<file path="config.mk">
export PLATFORM = sky130hd
export DESIGN_NAME = beep_sequencer
export DESIGN_NICKNAME = d
export VERILOG_FILES = /design/src/rtl/beep_sequencer_pkg.sv /design/src/rtl/beep_sequencer_ms_tick.sv /design/src/rtl/beep_sequencer.sv
export SDC_FILE = /design/constraint.sdc
export NUM_CORES = 1
export LEC_CHECK = 0
export ABC_CLOCK_PERIOD_IN_PS = 3680
export BUFFER_PORTS_ARGS = -buffer_cell sky130_fd_sc_hd__buf_2
export CORE_ASPECT_RATIO = 1.2
export CORE_UTILIZATION = 45
export CTS_BUF_LIST = sky130_fd_sc_hd__clkbuf_2
export CTS_CLUSTER_DIAMETER = 200
export CTS_CLUSTER_SIZE = 14
export DETAILED_ROUTE_END_ITERATION = 6
export GPL_TIMING_DRIVEN = 0
export SLEW_MARGIN = 30
export SYNTH_ARGS = -nofsm -noshare
export SYNTH_HDL_FRONTEND = slang
export SYNTH_SLANG_ARGS = --single-unit
</file>
<file path="constraint.sdc">
create_clock -name clk -period 3.68 [get_ports clk]
set_input_delay 0 -clock clk [delete_from_list [all_inputs] [get_ports clk]]
set_output_delay 0 -clock clk [all_outputs]
set_load 0.005 [all_outputs]
</file>
<file path="src/rtl/beep_sequencer_pkg.sv">
// beep_sequencer_pkg
// Shared definitions for the beep pattern generator: FSM state encoding and
// the default clock-cycles-per-millisecond for a 50 MHz clk.
package beep_sequencer_pkg;

  localparam int DEF_CLK_PER_MS = 50000;

  typedef enum logic [1:0] {
    S_IDLE = 2'd0,
    S_ON   = 2'd1,
    S_OFF  = 2'd2,
    S_DONE = 2'd3
  } state_t;

endpackage

</file>
<file path="src/rtl/beep_sequencer_ms_tick.sv">
// beep_sequencer_ms_tick
// Millisecond prescaler. Counts 0..CLK_PER_MS-1 while running and flags the
// last count as a one-cycle tick, then wraps.
// Ports:
//   clk     system clock, rising edge
//   n_rst   asynchronous active-low reset
//   i_clr   synchronous clear (wins over i_run)
//   i_run   count enable
//   o_tick  high on the last cycle of each millisecond while running
module beep_sequencer_ms_tick #(
  parameter int CLK_PER_MS = 2
) (
  input  logic clk,
  input  logic n_rst,
  input  logic i_clr,
  input  logic i_run,
  output logic o_tick
);

  localparam int CNT_W = (CLK_PER_MS > 1) ? $clog2(CLK_PER_MS) : 1;
  localparam logic [CNT_W-1:0] CNT_LAST = CNT_W'(CLK_PER_MS - 1);

  logic [CNT_W-1:0] r_cnt;
  logic             w_last;

  assign w_last = (r_cnt == CNT_LAST);
  // Tick is not gated by i_clr: the clear is derived from the tick-driven
  // state change, so gating here would form a combinational loop.
  assign o_tick = i_run & w_last;

  always_ff @(posedge clk or negedge n_rst) begin
    if (!n_rst) begin
      r_cnt <= '0;
    end else if (i_clr) begin
      r_cnt <= '0;
    end else if (i_run) begin
      if (w_last) r_cnt <= '0;
      else        r_cnt <= r_cnt + 1'b1;
    end
  end

endmodule

</file>
<file path="src/rtl/beep_sequencer.sv">
// beep_sequencer
// Drives the buzzer tone stage enable with N beeps of programmable ON/OFF
// length in milliseconds, reporting progress via busy/done.
// Ports:
//   clk, n_rst       system clock / asynchronous active-low reset
//   i_start          1-cycle request, sampled only in IDLE
//   i_n_beeps        beep count, latched on accepted start
//   i_on_ms          ON length in ms, latched on accepted start
//   i_off_ms         gap length in ms (0 behaves as 1), latched on accepted start
//   i_abort          synchronous cancel, highest priority
//   o_beep_en        high during ON phases (tone stage enable)
//   o_busy           high whenever not IDLE
//   o_done           1-cycle pulse on normal completion
//
// state  | meaning
// IDLE   | waiting for start
// ON     | beep_en high, timing on_ms
// OFF    | gap between beeps, timing off_ms (min 1 ms)
// DONE   | single cycle, done pulse
module beep_sequencer
  import beep_sequencer_pkg::*;
#(
  parameter int CLK_PER_MS = DEF_CLK_PER_MS,
  parameter int MS_W       = 10,
  parameter int NB_W       = 4
) (
  input  logic            clk,
  input  logic            n_rst,
  input  logic            i_start,
  input  logic [NB_W-1:0] i_n_beeps,
  input  logic [MS_W-1:0] i_on_ms,
  input  logic [MS_W-1:0] i_off_ms,
  input  logic            i_abort,
  output logic            o_beep_en,
  output logic            o_busy,
  output logic            o_done
);

  localparam logic [NB_W-1:0] REM_ONE = NB_W'(1);

  state_t          r_state;
  state_t          w_state_nxt;
  logic [MS_W-1:0] r_on_ms;
  logic [MS_W-1:0] r_off_ms;
  logic [MS_W-1:0] r_ms_cnt;
  logic [NB_W-1:0] r_rem;
  logic            r_beep_en;
  logic            r_busy;
  logic            r_done;

  logic            w_tick;
  logic            w_run;
  logic            w_clr;
  logic            w_accept;
  logic            w_phase_end;
  logic [MS_W-1:0] w_len_last;

  assign w_run    = (r_state == S_ON) || (r_state == S_OFF);
  // Clearing on every state change keeps each phase aligned to a ms boundary.
  assign w_clr    = (w_state_nxt != r_state);
  assign w_accept = (r_state == S_IDLE) && i_start && !i_abort;

  beep_sequencer_ms_tick #(
    .CLK_PER_MS (CLK_PER_MS)
  ) u_ms_tick (
    .clk    (clk),
    .n_rst  (n_rst),
    .i_clr  (w_clr),
    .i_run  (w_run),
    .o_tick (w_tick)
  );

  always_comb begin
    w_len_last = '0;
    if (r_state == S_ON)         w_len_last = r_on_ms - 1'b1;
    else if (r_off_ms != '0)     w_len_last = r_off_ms - 1'b1;
    w_phase_end = w_tick && (r_ms_cnt == w_len_last);
  end

  always_comb begin
    w_state_nxt = r_state;
    case (r_state)
      S_IDLE: begin
        if (i_start) begin
          if ((i_n_beeps == '0) || (i_on_ms == '0)) w_state_nxt = S_DONE;
          else                                      w_state_nxt = S_ON;
        end
      end
      S_ON: begin
        if (w_phase_end) w_state_nxt = (r_rem == REM_ONE) ? S_DONE : S_OFF;
      end
      S_OFF: begin
        if (w_phase_end) w_state_nxt = S_ON;
      end
      S_DONE: w_state_nxt = S_IDLE;
      default: w_state_nxt = S_IDLE;
    endcase
    if (i_abort) w_state_nxt = S_IDLE;
  end

  always_ff @(posedge clk or negedge n_rst) begin
    if (!n_rst) begin
      r_state   <= S_IDLE;
      r_on_ms   <= '0;
      r_off_ms  <= '0;
      r_ms_cnt  <= '0;
      r_rem     <= '0;
      r_beep_en <= 1'b0;
      r_busy    <= 1'b0;
      r_done    <= 1'b0;
    end else begin
      r_state   <= w_state_nxt;
      r_beep_en <= (w_state_nxt == S_ON);
      r_busy    <= (w_state_nxt != S_IDLE);
      r_done    <= (w_state_nxt == S_DONE);

      if (w_accept) begin
        r_on_ms  <= i_on_ms;
        r_off_ms <= i_off_ms;
      end

      if (w_clr)       r_ms_cnt <= '0;
      else if (w_tick) r_ms_cnt <= r_ms_cnt + 1'b1;

      if (i_abort)                           r_rem <= '0;
      else if (w_accept)                     r_rem <= i_n_beeps;
      else if ((r_state == S_ON) && w_phase_end) r_rem <= r_rem - 1'b1;
    end
  end

  assign o_beep_en = r_beep_en;
  assign o_busy    = r_busy;
  assign o_done    = r_done;

endmodule

</file>
== After elaboration in Yosys (flattened, before gate mapping) ==
Cells that the tools add are included.
Storage, ports and cells
  output and inout port bits: 3
  logic and storage cells: 56
  bits of input ports: 28
  flip-flop bits (word level): 55
Cells by class
  eq/ne operators: 9
  reductions and logical operators: 15
  add/sub/neg operators: 5
  mux-type cells: 17
  bitwise logic cells: 1
Operators by type and width (number)
  16-bit two-way mux: 3
  10-bit two-way mux: 4
  10-bit by 1-bit subtractor with 10-bit output (second input constant): 2
  16-bit by 1-bit adder with 16-bit output (second input constant): 1
  16-bit == test (second input constant): 1
  4-bit two-way mux: 3
  10-bit by 1-bit adder with 10-bit output (second input constant): 1
  10-bit == test: 1
  10-bit logical NOT: 1
  2-bit two-way mux: 5
  10-bit nonzero test: 1
  2-bit one-hot mux with 4 select lines: 1
  2-bit == test (second input constant): 3
  2-bit nonzero test: 3
  2-bit by 1-bit == test with 1-bit output (second input constant): 2
  4-bit by 1-bit == test with 1-bit output (second input constant): 1
  1-bit logical AND: 4
  4-bit logical NOT: 1
  4-bit by 1-bit subtractor with 4-bit output (second input constant): 1
  3-bit nonzero test: 1
  2-bit logical NOT: 1
  1-bit logical OR: 2
  2-bit inequality test: 1
  1-bit AND: 1
  2 further kinds: 2

== Longest topological paths before layout ==
Gate-level depths: netlist of run 1.
  depth in word-level cells: 10
  gate-level depth with buffers: 15
  mapped depth without buffers: 11

== By module ==
Synthesis of run 1 repeated with hierarchy kept, for this count alone.
Unflattened totals
  cells, all modules: 373
  area, all modules: 3729.8 um2
Modules (own cells, without submodules)
  beep_sequencer: area an instance 2738.9 um2, times used 1, cells an instance 278
  beep_sequencer_ms_tick: area an instance 991.0 um2, times used 1, cells an instance 95

== Worst setup path after synthesis of run 1 ==
OpenSTA, ideal clock, no wires.
  path type: register to register
  from: reg r_state[1]
  to: reg r_beep_en, in the netlist o_beep_en
  data required time: 3559 ps
  stages on the path, launching flop included: 13
  setup time: 121 ps
  slack: 595 ps
  arrival time: 2964 ps
  cell sequence: dfrtp_1 -> inv_1 -> ha_1 -> clkdlybuf4s50_2 -> inv_1 -> clkbuf_8 -> a21oi_1 -> or3_2 -> nand4_1 -> and4bb_4 -> o211a_1 -> a311oi_2 -> and4b_1
Between the ends
  word-level cells in the longest chain between the ends: 8
RTL lines
  start, declared: line beep_sequencer.sv:41  | state_t r_state;
  start signal, assigned: line beep_sequencer.sv:112  | r_state <= w_state_nxt;
  2-bit by 1-bit == test with 1-bit output or 2-bit == test (tied branches): line beep_sequencer.sv:58, beep_sequencer.sv:75, beep_sequencer.sv:82
  10-bit two-way mux or 1-bit logical OR (tied branches): line beep_sequencer.sv:75, beep_sequencer.sv:58
  10-bit == test or 1-bit AND (tied branches): line beep_sequencer.sv:77, beep_sequencer_ms_tick.sv:29
  1-bit logical AND: line beep_sequencer.sv:77  | w_phase_end = w_tick && (r_ms_cnt == w_len_last);
  2-bit two-way mux (on tied branches): line beep_sequencer.sv:93, beep_sequencer.sv:90
  2-bit one-hot mux with 4 select lines (*): line beep_sequencer.sv:82  | case (r_state)
  2-bit two-way mux (*): line beep_sequencer.sv:98  | if (i_abort) w_state_nxt = S_IDLE;
  net w_state_nxt[1]: line beep_sequencer.sv:42  | state_t w_state_nxt;
  2-bit by 1-bit == test with 1-bit output (*): line beep_sequencer.sv:113  | r_beep_en <= (w_state_nxt == S_ON);
  end signal, assigned: line beep_sequencer.sv:113
  end, declared: line beep_sequencer.sv:47  | logic r_beep_en;
The timed path passes the listed nets; every way through them passes the cells marked *.
A chain may end at the register's enable or synchronous reset.

== Worst setup path after layout of run 1 ==
  from: reg r_state[0]
  to: reg r_beep_en, in the netlist o_beep_en
The elaborated chain is that of the path after synthesis.

==> summary.md, run 1 <==
| Metric | Value |
|---|---|
| Maximum capacitance violations | 0 |
| Root cell of the clock tree | sky130_fd_sc_hd__clkbuf_2 |
| Post-synthesis net count | between 300 and 400 |
| Post-synthesis simple-gate area fraction | 0.231 |
| Leakage | between 0.0015 and 0.002 uW |
| Critical-path top delay cell | sky130_fd_sc_hd__dfrtp_1 |
| Result of the run | complete, no violations |
| Critical Path, Cell by Cell | inv_1 > ha_1 > nand4_1 > nor4_4 > buf_4 > or4b_1 > a211oi_1 > nand3_1 > a311oi_2 > and4b_1 |
| Arithmetic-cell share of the synthesized area counting full adders, half adders and majority gates | 0.0399 |
| I/O pins | 31 |
| Critical path data required time | approximately 4.0 ns |
| GR peak layer | met2 |
| Via count of the first global-routing pass | roughly 2800 |
| Final cycle utilization of the critical path | 0.943 |
| Critical Path Source Type | flop |
| Dominant combinational cell family by area after synthesis | simple AND/OR/NAND/NOR gates |
| Data arrival time of the critical path | around 3.8 ns |
| Number of pins exceeding their max-slew limit in the final report | 0 |
| Sequential share of power | 0.388 |
| Area growth from synthesis to layout | 17.6% |
| Proportion of power drawn by the clock network | 0.100 |
| Clock-pin slew on the worst setup and hold paths | slightly below 0.3 ns |
| Largest stage delay, worst path | between 0.5 and 0.6 ns |
| Overflow left after global routing | 0 |
| Depth of the CTS H-tree | 2 |
| Critical Path Fanout Max | 7 |
| Least-Margin Pin Slew | between 0.7 and 0.8 ns |
| Worst IR drop on VDD | ~0.00033 V |
| Gate count of the mapped netlist | roughly 350 |
| Number of failing setup endpoints in the final timing report | 0 |
| Post-synthesis sequential area ratio | 0.399 |
| Highest achievable clock rate | 288 MHz |
| Maximum buffer depth of the clock tree | 2 |
| Core Region | about 7400 um^2 |
| First-pass GRT wire length | around 12 mm |
| Synthesized-area fraction occupied by ao, oa, aoi and oai cells | 0.124 |
| Total of warnings raised by yosys | 0 |
| Vias after detailed routing | 2812 |
| Chip Width | a little over 80 um |
| Iter 0 DRT Violations | about 110 |
| Fraction of post-synthesis cell area in the top cell type by area | 0.399 |
| Number of rows created at floorplan | 34 |
| Antenna Cells | 0 |
| Proportion of synthesized flip-flops having asynchronous set or reset | 1.00 |
| Area of the mapped netlist | roughly 3500 um^2 |
| Antenna Nets Post-Route | 0 |
| Quantity of I/O buffers inserted on ports | 29 |
| Count of different cell masters after synthesis | slightly above 60 |
| Synth area leaders | sky130_fd_sc_hd__dfrtp_1 40%, sky130_fd_sc_hd__mux2_2 6.5%, sky130_fd_sc_hd__xor2_1 5.3%, sky130_fd_sc_hd__nor2_1 4.8%, sky130_fd_sc_hd__ha_1 4.0% |
| Portion of netlist area occupied by mux cells | 0.0812 |
| Routed WL per cell | around 15 um |
| Count of nets after finishing | around 460 |
| Worst hold slack across all endpoints | 0.0862 ns |
| Part of the total power dissipated in combinational logic | 0.512 |
| Post-synth EDFFs | 0 |
| Vias per cell | between 5 and 6 |
| Min cycle time layout | 3.47 ns |
| Kind of end point of the critical path | flop |
| Met3 usage in global routing | 0.0280 |
| Number of antenna violations at the first check in global routing | 0 |
| Met1 global-route usage | 0.236 |
| Critical setup path kind | flop to flop |
| Setup repair after global routing missed its margin | true |
| Flop and latch count out of synthesis | 55 |
| Clock sink total | 55 |
| Pin count of the biggest net entering global routing | 56 |
| Effective utilization at floorplan | 0.469 |
| Overall die area | 8030 um^2 |
| Switching component of the power | 1040 uW |
| Met2 track demand over resource | 0.363 |
| Residual DRC | 0 |
| Switching portion of total power | 0.425 |
| CTS tree | built |
| Sum Neg Setup Slack | 0 ns |
| Routability Congestion | ~0.80 |
| Worst rel slew slack | 0.527 |
| Ys flop type | sky130_fd_sc_hd__dfrtp_1 |
| Power Density | about 610 nW/um^2 |
| Latest clock arrival within the worst-skew pair | 0.45 ns |
| Hold violation total from the final report | 0 |
| Fraction of final layout cells with drive strength greater than 1 | 0.213 |
| Number of buffers created by CTS | 5 |
| GRT Util Overall | 0.198 |
| Die extent in y | 98.0 um |
| Number of iterations in the first detailed-routing pass | 4 |
| Total wirelength of the detailed-routed design | 7.39 mm |
| Internal power consumption | roughly 1400 uW |
| Cell taking the most area after synthesis | sky130_fd_sc_hd__dfrtp_1 |
| DPL Wire Length | around 5.4 mm |
| Post-synthesis xor/xnor area fraction | 0.0837 |
| Maximum clock skew at final layout | between 0.02 and 0.03 ns |
| Synthesized area divided by synthesized cell count | 9.81 um^2 |
| Min-delay worst type | input port to async pin |
per-layer routing:
metal  up-vias  wire length (um)
li1       1418                 -
met1      1354              3280
met2        34              3880
met3         6               159
met4         0                68
met5         -                 0
power groups by stage:
stage | logic (uW) | clock network [uW] | registers (uW)
global placement | 1200 | 0 | 955
floorplan | 975 | 0 | 909
detailed placement | 1220 | 0 | 963
finish | 1260 | 245 | 954
global route | 1410 | 281 | 981
CTS | 1250 | 265 | 951
sequential cells by signal, summed over array words and instances, names as in the netlist:
| name | cells |
|---|---|
| r_off_ms | 10 |
| u_ms_tick.r_cnt | 16 |
| r_on_ms | 10 |
| r_rem | 4 |
| o_busy | 1 |
| r_state | 2 |
| o_done | 1 |
| o_beep_en | 1 |
| r_ms_cnt | 10 |
kinds of logic (layout without fill, tap and decap cells):
kind of cell | after synthesis | in the layout
and+or+nand+nor | 143 | 143
AOI/OAI and AO/OA | 59 | 59
DFF | 55 | 55
xor gates and xnor gates | 33 | 33
buffers and inverters | 26 | 92
muxes | 25 | 25
adders and majority gates | 11 | 11
Yosys cell counts (2+ instances only):
cell	instances
sky130_fd_sc_hd__buf_4	2
sky130_fd_sc_hd__xor2_1	21
sky130_fd_sc_hd__and2_1	2
sky130_fd_sc_hd__nor4_1	6
sky130_fd_sc_hd__a21oi_1	13
sky130_fd_sc_hd__nand2_1	11
sky130_fd_sc_hd__and3_1	6
sky130_fd_sc_hd__o211ai_1	3
sky130_fd_sc_hd__inv_1	14
sky130_fd_sc_hd__or3_2	3
sky130_fd_sc_hd__a21o_1	3
sky130_fd_sc_hd__mux2_2	20
sky130_fd_sc_hd__clkbuf_1	3
sky130_fd_sc_hd__and4_1	4
sky130_fd_sc_hd__a311oi_1	2
sky130_fd_sc_hd__buf_2	3
sky130_fd_sc_hd__or3_1	4
sky130_fd_sc_hd__a21boi_0	3
sky130_fd_sc_hd__nor3b_1	3
sky130_fd_sc_hd__a211oi_2	2
sky130_fd_sc_hd__nand3_1	14
sky130_fd_sc_hd__nor2_1	44
sky130_fd_sc_hd__a32oi_1	2
sky130_fd_sc_hd__nand4_1	10
sky130_fd_sc_hd__or4_1	4
sky130_fd_sc_hd__o21ai_0	6
sky130_fd_sc_hd__nand2b_1	2
sky130_fd_sc_hd__nor3_1	17
sky130_fd_sc_hd__a211oi_1	7
sky130_fd_sc_hd__o31ai_1	3
sky130_fd_sc_hd__clkbuf_8	2
sky130_fd_sc_hd__dfrtp_1	55
sky130_fd_sc_hd__or4b_1	2
sky130_fd_sc_hd__mux2i_1	4
sky130_fd_sc_hd__a31o_2	3
sky130_fd_sc_hd__or2_2	2
sky130_fd_sc_hd__o21a_1	2
sky130_fd_sc_hd__xnor2_1	12
sky130_fd_sc_hd__ha_1	11
path summary, 6_finish.rpt:
kind | start | endpoint | slack (ns) | depth (start not counted)
max | r_state[0] | o_beep_en | 0.21 | 10
min | n_rst | r_ms_cnt[2] | 0.09 | 2
max reg2reg | r_state[0] | o_beep_en | 0.21 | 10
min reg2reg | r_on_ms[9] | r_on_ms[9] | 0.57 | 1
max in group asynchronous | n_rst | r_state[1] | 3.09 | 2
min in group clk | i_abort | r_rem[2] | 0.28 | 3
critical path: cells and delay by family, from the launching register on:
family | cells | cell delay (ns)
and+or+nand+nor | 5 | 1.48
AOI/OAI and AO/OA | 2 | 0.67
buffers and inverters | 2 | 0.32
adders and majority gates | 1 | 0.40
DFF | 1 | 0.52
repair_timing:
action	4_1_cts	5_1_grt
hold buffers	27	0
endpoints found under the setup margin	0	25
buffers inserted	0	2
endpoints found under the hold margin	84	0
resized for setup	0	3
cell type report:
class	count	area [um^2]
repair buffers	58	433
clock buffers	5	25.0
clock inverters	3	22.5
flip-flops and latches	55	1380
fillers	690	3300
well taps	90	113
plain buffers	12	91.3
inverters	14	52.6
multi-input cells	271	1950
placed cells by master (no fill, tap or decap), types with 5 or more instances in the layout:
master / synthesis / final
sky130_fd_sc_hd__nand3_1: 14 / 14
sky130_fd_sc_hd__inv_1: 14 / 14
sky130_fd_sc_hd__nor3_1: 17 / 17
sky130_fd_sc_hd__xnor2_1: 12 / 12
sky130_fd_sc_hd__ha_1: 11 / 11
sky130_fd_sc_hd__nand4_1: 10 / 10
sky130_fd_sc_hd__and3_1: 6 / 6
sky130_fd_sc_hd__buf_2: 3 / 31
sky130_fd_sc_hd__mux2_2: 20 / 20
sky130_fd_sc_hd__o21ai_0: 6 / 6
sky130_fd_sc_hd__buf_4: 2 / 5
sky130_fd_sc_hd__nor4_1: 6 / 6
sky130_fd_sc_hd__dlygate4sd3_1: 0 / 27
sky130_fd_sc_hd__a211oi_1: 7 / 7
sky130_fd_sc_hd__dfrtp_1: 55 / 54
sky130_fd_sc_hd__nor2_1: 44 / 44
sky130_fd_sc_hd__a21oi_1: 13 / 13
sky130_fd_sc_hd__clkbuf_2: 0 / 5
sky130_fd_sc_hd__xor2_1: 21 / 21
sky130_fd_sc_hd__nand2_1: 11 / 11
metrics by stage:
| stage | power [uW] | worst slack (ns) | util | cells | cell area (um^2) |
|---|---|---|---|---|---|
| after detailed placement | 2180 | 0.0921 | 0.505 | 471 | 3710 |
| after global routing | 2670 | -0.00438 | 0.552 | 508 | 4060 |
| after CTS | 2470 | 0.0493 | 0.548 | 506 | 4030 |
| final | 2460 | 0.211 | 0.552 | 508 | 4060 |
| after floorplan | 1880 | 0.595 | - | 352 | 3450 |
| after global placement | 2160 | 0.0866 | 0.504 | 471 | 3710 |
No activity file was read; power rests on OpenSTA's default activity.
==> inputs of run 2 (changes only) <==
--- a/config.mk
+++ b/config.mk
@@ -8,6 +8,7 @@
 export ABC_CLOCK_PERIOD_IN_PS = 3680
 export BUFFER_PORTS_ARGS = -buffer_cell sky130_fd_sc_hd__buf_2
 export CORE_ASPECT_RATIO = 1.2
+export CORE_MARGIN = 3
 export CORE_UTILIZATION = 45
 export CTS_BUF_LIST = sky130_fd_sc_hd__clkbuf_2
 export CTS_CLUSTER_DIAMETER = 200
==> summary.md, run 2 (synthesized netlist as in run 1, its figures left out) <==
| Metric | Value |
|---|---|
| Worst reg2reg setup slack | between 0.2 and 0.25 ns |
| Worst-case reg-to-reg path depth | 12 |
| Antenna Nets Post-Route | 0 |
| Overall power of the completed layout | roughly 2400 uW |
| Part of the total power dissipated in combinational logic | 0.508 |
| First-pass GRT wire length | between 10 and 15 mm |
| DPL Wire Length | around 5.4 mm |
| Overflow left after global routing | 0 |
| Final cycle utilization of the critical path | 0.940 |
| Sequential share of power | 0.389 |
| GRT Util Overall | 0.174 |
| Critical setup path kind | flop to flop |
| Routed WL per cell | approximately 14 um |
| Layout fillers | just under 700 |
| Overall die area | between 8000 and 9000 um^2 |
| Least-Margin Pin Slew | ~0.7 ns |
| Worst rel slew slack | 0.542 |
| Total wirelength of the detailed-routed design | around 7.4 mm |
| I/O pins | 31 |
| Effective utilization at floorplan | 0.469 |
| Startpoint of the lowest-slack register-to-register path | r_state[1] |
| Via count of the first global-routing pass | between 2000 and 3000 |
| Min-delay worst type | input port to async pin |
| Iter 0 DRT Violations | 95 |
| Switching portion of total power | 0.423 |
| Leakage | between 0.0015 and 0.002 uW |
| Latest clock arrival within the worst-skew pair | about 0.46 ns |
| Met2 track demand over resource | 0.315 |
| Antenna Cells | 0 |
| Leading cell type in the layout, fill and taps excluded | sky130_fd_sc_hd__dfrtp_1 |
| Data arrival time of the critical path | 3.83 ns |
| Highest achievable clock rate | between 200 and 300 MHz |
| Number of iterations in the first detailed-routing pass | 4 |
| Die extent in y | 102 um |
| Number of flip-flops under the largest register name | 16 |
| Met1 global-route usage | 0.216 |
| Area growth from synthesis to layout | 18.0% |
| CTS tree | built |
| Number of pins exceeding their max-slew limit in the final report | 0 |
| Worst IR drop on VDD | ~0.00044 V |
| Clock sink total | between 50 and 60 |
| GR peak layer | met2 |
| Critical path data required time | 4.06 ns |
| Maximum clock skew at final layout | between 0.02 and 0.025 ns |
| Vias per cell | roughly 5.5 |
| Maximum capacitance violations | 0 |
| Clock-pin slew on the worst setup and hold paths | approximately 0.30 ns |
| Critical register-to-register path endpoint | o_beep_en |
| Number of rows created at floorplan | 34 |
| Fraction of final layout cells with drive strength greater than 1 | 0.216 |
| Hold violation total from the final report | 0 |
| Core Region | approximately 7400 um^2 |
| Setup repair after global routing missed its margin | false |
| Power Density | about 600 nW/um^2 |
| Routability Congestion | ~0.86 |
| Met3 usage in global routing | 0.0242 |
| Critical Path Source Type | flop |
| Root cell of the clock tree | sky130_fd_sc_hd__clkbuf_2 |
| Most used cells in the layout excluding fill and tap cells | 54 x sky130_fd_sc_hd__dfrtp_1, 44 x sky130_fd_sc_hd__nor2_1, 31 x sky130_fd_sc_hd__buf_2 |
| Register with the highest flop count | u_ms_tick.r_cnt |
| Pin count of the biggest net entering global routing | between 50 and 60 |
| Critical Path Fanout Max | 10 |
| Chip Width | 86.0 um |
| Vias after detailed routing | around 2800 |
| Min cycle time layout | 3.46 ns |
| Maximum buffer depth of the clock tree | 2 |
| Internal power consumption | 1410 uW |
| Quantity of I/O buffers inserted on ports | 29 |
| Depth of the CTS H-tree | 2 |
| Residual DRC | 0 |
| Result of the run | complete, no violations |
| Kind of end point of the critical path | flop |
| Number of failing setup endpoints in the final timing report | 0 |
| Count of nets after finishing | ~460 |
| Switching component of the power | between 1000 and 1500 uW |
| Number of buffers created by CTS | 5 |
| Sum Neg Setup Slack | 0 ns |
| Proportion of power drawn by the clock network | 0.103 |
| Number of antenna violations at the first check in global routing | 0 |
run 2: cell count changes in the layout (fill, tap and decap cells not counted), sizes merged:
cell / previous run / this run
inv: 15 / 16
clkinv: 2 / 1
buf: 37 / 40
run 2: power groups by stage:
stage,registers [uW],logic [uW],clock network (uW)
after floorplan,909,975,0
after global placement,956,1200,0
after detailed placement,959,1220,0
after CTS,947,1250,266
after global routing,978,1410,287
final,951,1240,252
run 2: worst max-delay path: stages, from the launching register on:
cell                              delay [ns]
sky130_fd_sc_hd__dfrtp_2                0.50
sky130_fd_sc_hd__inv_1                  0.12
sky130_fd_sc_hd__ha_1                   0.19
sky130_fd_sc_hd__clkdlybuf4s50_2        0.58
sky130_fd_sc_hd__inv_1                  0.16
sky130_fd_sc_hd__clkbuf_8               0.19
sky130_fd_sc_hd__a21oi_1                0.08
sky130_fd_sc_hd__or3_2                  0.42
sky130_fd_sc_hd__nand4_1                0.15
sky130_fd_sc_hd__and4bb_4               0.25
sky130_fd_sc_hd__o211a_1                0.21
sky130_fd_sc_hd__a311oi_2               0.29
sky130_fd_sc_hd__and4b_1                0.24
run 2: what timing repair did:
action / in CTS / in global routing
hold endpoints to repair: 84 / 0
setup endpoints to repair: 0 / 24
gates resized for setup: 0 / 2
buffers inserted: 0 / 5
hold buffers: 27 / 0
run 2: layout make-up:
class                   count  area (um^2)  share of cell area
multi-input cells         271         1940               0.476
flip-flops and latches     55         1380               0.338
repair buffers             61          455               0.112
well taps                  90          113              0.0276
plain buffers              12         91.3              0.0224
inverters                  14         52.6              0.0129
clock buffers               5         25.0             0.00614
clock inverters             3         22.5             0.00552
run 2: per-stage QoR:
step | std cells | utilization | instance area (um^2) | hold WS (ns) | setup slack [ns]
detailed placement | 471 | 0.505 | 3710 | 0.102 | 0.0620
global placement | 471 | 0.504 | 3710 | 0.234 | 0.0915
finish | 511 | 0.554 | 4080 | 0.0768 | 0.222
global route | 511 | 0.554 | 4080 | 0.0805 | 0.0130
floorplan | 352 | - | 3450 | -0.296 | 0.595
CTS | 506 | 0.548 | 4030 | 0.0772 | 0.0248
run 2: routing by layer:
layer,routed length [um],up-vias,part of all wire
li1,-,1413,-
met1,3350,1349,0.45
met2,3830,29,0.52
met3,146,8,0.020
met4,76,0,0.010
met5,0,-,0
run 2: worst max-delay path by stage:
stage / from / endpoint / depth (start not counted)
global placement: r_state[1] / o_beep_en / 9
detailed placement: r_state[1] / o_beep_en / 9
finish: r_state[1] / o_beep_en / 12
global route: r_state[1] / u_ms_tick.r_cnt[1] / 14
CTS: r_state[1] / o_beep_en / 9
floorplan: r_state[1] / o_beep_en / 12
